==> src/rtl/mux8_share_arbiter.sv <==
// Round-robin arbiter that shares one 8:1 mux among eight requesters.
// Select lines, grant and VALID all come straight from flops; VALID drops
// for at least one idle cycle between grants so the mux output can settle.
module mux8_share_arbiter #(
    parameter int unsigned HOLD_MAX = 16
) (
    input  logic       C,
    input  logic       R,
    input  logic [7:0] REQ,
    input  logic       DONE,
    output logic [7:0] GNT,
    output logic       S,
    output logic       T,
    output logic       U,
    output logic       VALID
);

    localparam int unsigned N  = 8;
    localparam int unsigned IW = 3;
    localparam int unsigned CW = 8;

    localparam logic [CW-1:0] CNT_SAT   = '1;
    localparam bit            HOLD_EN   = (HOLD_MAX != 0);
    localparam logic [CW-1:0] HOLD_LAST = CW'(HOLD_MAX - 1);

    typedef enum logic [0:0] {
        IDLE = 1'b0,
        BUSY = 1'b1
    } state_t;

    state_t        state_q, state_d;
    logic [IW-1:0] ptr_q, ptr_d;
    logic [IW-1:0] idx_q, idx_d;
    logic [CW-1:0] cnt_q, cnt_d;
    logic [N-1:0]  gnt_q, gnt_d;
    logic [IW-1:0] sel_q, sel_d;
    logic          valid_q, valid_d;

    logic          win_found_c;
    logic [IW-1:0] win_idx_c;
    logic [IW-1:0] cand_c;
    logic          release_c;

    // Round-robin pick: first set request at or after ptr (reverse scan so the nearest wins)
    always_comb begin
        win_found_c = 1'b0;
        win_idx_c   = '0;
        cand_c      = '0;
        for (int k = N - 1; k >= 0; k--) begin
            cand_c = ptr_q + IW'(k);
            if (REQ[cand_c]) begin
                win_found_c = 1'b1;
                win_idx_c   = cand_c;
            end
        end
    end

    // Any one of done, dropped request or hold timeout ends the grant
    always_comb begin
        release_c = DONE || !REQ[idx_q] || (HOLD_EN && (cnt_q == HOLD_LAST));
    end

    // State register
    always_ff @(posedge C) begin
        if (R) begin
            state_q <= IDLE;
        end else begin
            state_q <= state_d;
        end
    end

    // Next-state logic
    always_comb begin
        state_d = state_q;
        case (state_q)
            IDLE:    if (win_found_c) state_d = BUSY;
            BUSY:    if (release_c)   state_d = IDLE;
            default: state_d = IDLE;
        endcase
    end

    // Next values for pointer, index, counter and the registered outputs
    always_comb begin
        ptr_d   = ptr_q;
        idx_d   = idx_q;
        cnt_d   = cnt_q;
        gnt_d   = gnt_q;
        sel_d   = sel_q;
        valid_d = valid_q;
        case (state_q)
            IDLE: begin
                gnt_d   = '0;
                valid_d = 1'b0;
                if (win_found_c) begin
                    idx_d   = win_idx_c;
                    sel_d   = win_idx_c;
                    gnt_d   = N'(1) << win_idx_c;
                    valid_d = 1'b1;
                    cnt_d   = '0;
                end
            end
            BUSY: begin
                if (cnt_q != CNT_SAT) cnt_d = cnt_q + CW'(1);
                if (release_c) begin
                    gnt_d   = '0;
                    valid_d = 1'b0;
                    ptr_d   = idx_q + IW'(1);
                end
            end
            default: begin
                gnt_d   = '0;
                valid_d = 1'b0;
            end
        endcase
    end

    // Datapath and output registers
    always_ff @(posedge C) begin
        if (R) begin
            ptr_q   <= '0;
            idx_q   <= '0;
            cnt_q   <= '0;
            gnt_q   <= '0;
            sel_q   <= '0;
            valid_q <= 1'b0;
        end else begin
            ptr_q   <= ptr_d;
            idx_q   <= idx_d;
            cnt_q   <= cnt_d;
            gnt_q   <= gnt_d;
            sel_q   <= sel_d;
            valid_q <= valid_d;
        end
    end

    assign GNT   = gnt_q;
    assign S     = sel_q[0];
    assign T     = sel_q[1];
    assign U     = sel_q[2];
    assign VALID = valid_q;

endmodule

==> config.mk <==
export PLATFORM = sky130hd
export DESIGN_NAME = mux8_share_arbiter
export DESIGN_NICKNAME = d
export VERILOG_FILES = /design/src/rtl/mux8_share_arbiter.sv
export SDC_FILE = /design/constraint.sdc
export NUM_CORES = 1
export LEC_CHECK = 0
export ABC_AREA = 1
export BUFFER_PORTS_ARGS = -buffer_cell sky130_fd_sc_hd__buf_2
export CAP_MARGIN = 0
export CORE_ASPECT_RATIO = 0.9
export CORE_MARGIN = 3
export CORE_UTILIZATION = 44
export CTS_CLUSTER_DIAMETER = 80
export DETAILED_ROUTE_END_ITERATION = 10
export SETUP_SLACK_MARGIN = 0.3
export SYNTH_ARGS = -nofsm -noshare
export SYNTH_HDL_FRONTEND = slang
export SYNTH_SLANG_ARGS = --single-unit
==> constraint.sdc <==
create_clock -name C -period 4.7 [get_ports C]
set_input_delay 0 -clock C [delete_from_list [all_inputs] [get_ports C]]
set_output_delay 0 -clock C [all_outputs]
set_load 0.05 [all_outputs]
==> results of run 1 <==
-- placed cells by master, fill, tap and decap left out --
cell / synthesis / final
a211oi_2: 1 / 1
a21oi_1: 23 / 23
a21oi_2: 4 / 4
a21oi_4: 1 / 1
a41oi_1: 1 / 1
buf_2: 0 / 22
bufinv_16: 0 / 1
clkbuf_8: 0 / 3
clkinv_2: 1 / 1
dfxtp_1: 24 / 24
ha_1: 4 / 4
inv_1: 26 / 26
inv_2: 10 / 10
inv_4: 1 / 1
inv_6: 1 / 1
nand2_1: 87 / 87
nand2_2: 12 / 12
nand2_4: 1 / 1
nand3_1: 35 / 35
nand3_2: 10 / 10
nand3b_1: 1 / 1
nand4_2: 2 / 2
nor2_1: 16 / 16
nor2_2: 1 / 1
nor3_1: 2 / 2
o21a_1: 1 / 1
o21ai_0: 13 / 13
o21ai_4: 1 / 1
o221ai_1: 2 / 2
xor2_1: 2 / 2
-- sequential cells by signal, indices dropped and copies added (netlist names) --
| signal | count |
|---|---|
| state_q | 1 |
| GNT | 8 |
| cnt_q | 8 |
| sel_q | 3 |
| ptr_q | 3 |
| VALID | 1 |
-- power by group through the flow --
| stage | logic (W) | clock network, W | registers [W] |
|---|---|---|---|
| after floorplan | 0.000492 | 0 | 0.000347 |
| after detailed placement | 0.000679 | 0 | 0.000281 |
| after CTS | 0.000683 | 0.000184 | 0.000276 |
| final | 0.000685 | 0.000179 | 0.000278 |
| after global placement | 0.000692 | 0 | 0.000280 |
| after global routing | 0.000767 | 0.000194 | 0.000283 |
-- worst max-delay path by stage --
stage | end | slack [ps]
after floorplan | GNT[3] | 2530
after global routing | GNT[6] | 1670
after CTS | GNT[2] | 1970
after detailed placement | GNT[2] | 1980
final | GNT[4] | 1930
after global placement | GNT[2] | 1980
-- routing by layer --
layer  vias up  routed length (um)  GRT usage [%]  part of all wire, %
li1        979                   -              -                    -
met1       812                2510           32.6                   54
met2        55                1800           27.1                   39
met3         5                 288           3.27                  6.2
met4         0                  23           2.67                 0.50
met5         -                   0              0                    0
-- worst register-to-register path, cell delays in order (launching register included) --
cell and delay [ps]:
dfxtp_1 610, inv_2 190, ha_1 450, inv_1 170
nand3_1 130, nand3_1 110, nand2_1 100, inv_1 110
nand4_2 130, o21ai_4 280, nor2_1 70, nand2_1 80
inv_1 80, nand3_1 80, a21oi_1 60
-- final cells by class --
cell class | instances | area share (%)
tap | 46 | 2.83
timing repair buffer | 22 | 5.42
inverter | 39 | 7.63
clock inverter | 1 | 1.48
multi-input combinational | 220 | 57.0
clock buffer | 3 | 2.03
sequential | 24 | 23.6
-- per-stage QoR --
| step | cell area, um^2 | std cells | total power, W | hold WS (ps) |
|---|---|---|---|---|
| floorplan | 1850 | 288 | 0.000839 | 181 |
| global placement | 1960 | 351 | 0.000971 | 409 |
| detailed placement | 1960 | 351 | 0.000960 | 408 |
| CTS | 2030 | 355 | 0.00114 | 125 |
| global route | 2030 | 355 | 0.00124 | 149 |
| finish | 2030 | 355 | 0.00114 | 129 |
-- logic make-up after synthesis --
logic type,count (synthesis)
compound gates,47
xor+xnor,2
fa+ha+maj,4
buf+inv,44
flops,24
simple gates,167
==> impl_metrics.yaml, run 1 <==
placement:
  routabilityCongestion: 0.893
  post-place-ws_ps: 1980
  io_buffers: 22
  dpl.hpwl_mm: 3.69
power:
  sequentialPowerShare_pct: 24.3
  p_clk_share_pct: 15.7
  p_leak_nw: 1.00
  switching_share_pct: 51.7
  pwr-share-comb_pct: 60.0
  peakVddDrop_mv: 0.248
  p_int_w: 0.000551
  switching_power_w: 0.000591
  power_density_mw_per_mm2: 562
grt:
  grt_antenna_before_repair: 0
  grt_max_degree: 18
  grt_use_total_pct: 19.9
  overflow: 0
  grt_pass1_vias: 1592
  grt_pass1_wl_mm: 7.75
worst_setup_path:
  path_buf_inv: 4
  crit_family: "simple AND/OR/NAND/NOR gates"
  cp_slowest_cell: "dfxtp_1"
  crit_required_ps: 4850
  r2r-start: "ptr_q[0]"
  end_kind: "flip-flop"
  critPathLaunch: "ptr_q[0]"
  r2r_slack_ps: 1930
  crit_fanout: 12
  worstSetupPathType: "reg -> reg"
  r2r_end: "GNT[4]"
  cp.depth: 14
  rr_worst_depth: 14
  arrival_ps: 2910
  critical_path.cell_chain: "inv_2 > ha_1 > inv_1 > nand3_1 > nand3_1 > nand2_1 > inv_1 > nand4_2 > o21ai_4 > nor2_1 > nand2_1 > inv_1 > nand3_1 > a21oi_1"
  cp-start-kind: "flip-flop"
  crit_path_max_incr_delay_ps: 610
timing:
  period_minus_slack_ps: 2770
  slew_headroom_pct: 63.5
  fin_tns_setup_ps: 0
  setup_violations: 0
  finalCritPeriodShare_pct: 58.9
  fmaxAchievable_mhz: 361
  worst_slack_ps: 1930
  finalClockSkew_ps: 2.04
  hold_viol: 0
  rsz0062_at_grt: "no"
  worst_slew_pin_slew_ps: 546
  slew_violations: 0
clocking:
  clock_latency_ps: 270
  clock_sinks: 24
  clk_pin_slew_worst_paths_ps: 80
  htree_levels: 1
  cts_tree: "yes"
  cts_hold_buffers: 0
  ctsResizeCount: 0
  cts_setup_buffers: 0
  cts_buffers: 3
  cts_root_buf: "clkbuf_8"
  clock_path_buffers: 2
finish:
  regArea_um2: 480
  multi_input_area_mm2: 0.00116
  syn_to_final_growth_pct: 9.95
  num-fill-cells: 393
  drive_gt1_share_pct: 23.3
  final_nets: 325
  fin_util_pct: 52.3
  diodes: 0
yosys:
  synthArstFlopShare_pct: 0
  synth_top_family_by_area: "simple AND/OR/NAND/NOR gates"
  synth_top_area_cell: "dfxtp_1"
  synth_xor_area_share_pct: 0.947
  synth.mux.area_fraction_pct: 0
  synth_edf_count: 0
  seq_area_frac_synth_pct: 26.0
  ys.flop_type: "dfxtp_1"
  syn_avg_cell_area_um2: 6.42
  yosysMostFrequentCell: "nand2_1"
  ys_ff_latch: 24
  synth-compound-area-share_pct: 15.9
  yosysTopAreaCellShare_pct: 26.0
  synth_cell_types: 29
  yosysWarningCount: 0
  synth-simple-area-share_pct: 43.1
  synth_commonest_cells: "nand2_1, nand3_1, inv_1"
  synth_fp_nets: 303
  syn_area_mm2: 0.00185
  synth.area.top_cells: "dfxtp_1, nand2_1, nand3_1, a21oi_1, nand3_2"
  synthAdderAreaFrac_pct: 2.71
  syn_inst: 288
run:
  drv_cap: 0
floorplan:
  die_height_um: 67.5
  row_count: 21
  start_util_pct: 47.6
  die_x_um: 74.3
  ios: 23
  dieArea_mm2: 0.00502
  core-area_mm2: 0.00389
hold_path:
  worstHoldPathCells: 2
  min_path_type: "in -> reg"
  holdPathEnd: "GNT[7]"
  min_from: "R"
route:
  avgViaCountPerCell: 5.21
  drc_errors: 0
  drtAntennaViolNets: 0
  wl_per_cell_um: 13.0
  drt_iter0_markers: 189
  via_count: 1851
  wl_mm: 4.63
  dr.pass1.iters: 5
status:
  status: "completed"
(Power assumes the default switching activity.)
==> inputs of run 2 (changes only) <==
==> constraint.sdc (replaced) <==
create_clock -name C -period 2.6 [get_ports C]
set_input_delay 0 -clock C [delete_from_list [all_inputs] [get_ports C]]
set_output_delay 0 -clock C [all_outputs]
set_load 0.05 [all_outputs]
==> impl_metrics.yaml, run 2 (synthesis gave the netlist of run 1 again) <==
grt:
  grt_pass1_vias: 1660
  overflow: 0
  grt_max_degree: 18
  grt_use_total_pct: 19.8
  grt_pass1_wl_mm: 7.80
  grt_antenna_before_repair: 0
timing:
  fmaxAchievable_mhz: 464
  hold_viol: 0
  worst_slew_pin_slew_ps: 399
  slew_violations: 0
  fin_tns_setup_ps: 0
  finalClockSkew_ps: 5.67
  finalCritPeriodShare_pct: 82.8
  period_minus_slack_ps: 2150
  slew_headroom_pct: 73.4
  setup_violations: 0
  rsz0062_at_grt: "yes"
finish:
  diodes: 0
  final_nets: 332
  final_common_cell: "nand2_1"
  final_area_mm2: 0.00212
  mostFrequentLayoutCells: "nand2_1, nand3_1, inv_1"
  syn_to_final_growth_pct: 14.7
  num-fill-cells: 410
  drive_gt1_share_pct: 27.5
placement:
  placed_cell_area_mm2: 0.00198
  dpl.hpwl_mm: 3.68
  io_buffers: 22
  routabilityCongestion: 0.973
clocking:
  clock_sinks: 24
  cts_tree: "yes"
  clock_path_buffers: 2
  htree_levels: 1
  cts_buffers: 3
  clock_latency_ps: 260
  clk_pin_slew_worst_paths_ps: 80
  cts_root_buf: "clkbuf_8"
worst_setup_path:
  worstSetupPathType: "reg -> reg"
  cp-start-kind: "flip-flop"
  r2r-start: "ptr_q[0]"
  rr_worst_depth: 14
  end_kind: "flip-flop"
  r2r_end: "sel_q[2]"
  arrival_ps: 2350
  cp_slowest_cell: "dfxtp_4"
  crit_required_ps: 2790
  r2r_slack_ps: 450
  critical_path.cell_chain: "inv_4 > ha_4 > inv_2 > nand3_1 > nand3_1 > nand2_1 > inv_1 > nand4_2 > o21ai_4 > inv_4 > nand2_2 > a21oi_4 > buf_4 > a211oi_2"
  crit_path_max_incr_delay_ps: 370
  crit_fanout: 10
run:
  drv_cap: 0
power:
  power_density_mw_per_mm2: 995
  p_leak_nw: 1.04
  sequentialPowerShare_pct: 23.1
  switching_power_w: 0.00111
  p_int_w: 0.00100
  peakVddDrop_mv: 0.399
  switching_share_pct: 52.5
  pwr-share-comb_pct: 65.1
  p_clk_share_pct: 11.8
hold_path:
  min_path_type: "in -> reg"
  min_from: "R"
  worstHoldPathCells: 2
  holdPathEnd: "cnt_q[4]"
floorplan:
  start_util_pct: 47.6
  die_x_um: 74.3
  die_height_um: 67.5
  ios: 23
  dieArea_mm2: 0.00502
  core-area_mm2: 0.00389
  row_count: 21
route:
  wl_per_cell_um: 13.0
  via_count: 1906
  wl_mm: 4.70
  drc_errors: 0
  dr.pass1.iters: 4
  avgViaCountPerCell: 5.27
  drtAntennaViolNets: 0
  drt_iter0_markers: 106
status:
  status: "completed"
run 2: changes by cell type in the layout (fill, tap and decap cells not counted), sizes merged:
cell    delta
buf        +7
bufinv     -1
clkbuf     +1
run 2: per-stage QoR:
| step | hold slack [ps] | power [W] | setup WS, ps | util [%] | std cells |
|---|---|---|---|---|---|
| after floorplan | 181 | 0.00152 | 430 | - | 288 |
| after global placement | 399 | 0.00175 | 276 | 51.0 | 354 |
| after detailed placement | 414 | 0.00175 | 262 | 51.0 | 354 |
| after CTS | 131 | 0.00201 | 321 | 52.5 | 358 |
| after global routing | 140 | 0.00229 | 283 | 54.5 | 362 |
| final | 126 | 0.00211 | 447 | 54.5 | 362 |
run 2: layout make-up:
cell class	count	area [um^2]	area share [%]
flip-flops and latches	24	488	23.0
repair buffers	29	174	8.20
multi-input cells	220	1190	56.0
inverters	39	158	7.43
well taps	46	57.6	2.71
clock buffers	4	55.1	2.60
run 2: repair_timing:
| item | in CTS | in global routing |
|---|---|---|
| setup endpoints to repair | 15 | 19 |
| setup buffers | 0 | 4 |
| resized for setup | 2 | 15 |
| hold buffers | 0 | 0 |
| pin swaps | 1 | 5 |
| hold endpoints to repair | 0 | 0 |
run 2: layer usage:
layer  global-route usage [%]  vias to the layer above  share of wire, %
met1                     30.5                      855                53
met3                     2.98                        6               5.2
met4                     4.00                        0              0.96
met5                        0                        -                 0
met2                     28.8                       50                41
li1                         -                      995                 -
run 2: worst max-delay path by stage:
stage,endpoint,start,slack [ps]
finish,sel_q[2],ptr_q[0],450
global route,GNT[2],ptr_q[0],280
CTS,GNT[2],ptr_q[1],320
detailed placement,GNT[3],ptr_q[1],260
global placement,GNT[3],ptr_q[1],280
floorplan,GNT[3],ptr_q[1],430
run 2: critical path, delay by kind of cell, from the launching register on:
kind	cells	cell delay [ps]
and+or+nand+nor	5	520
AOI/OAI and AO/OA	3	450
buffers and inverters	5	500
adders and majority gates	1	240
DFF	1	370
run 2: power groups by stage:
stage	Combinational (W)	Sequential, W	Clock [W]
after CTS	0.00127	0.000480	0.000256
after global routing	0.00152	0.000496	0.000271
after global placement	0.00126	0.000488	0
after detailed placement	0.00126	0.000489	0
final	0.00137	0.000486	0.000249
after floorplan	0.000889	0.000627	0
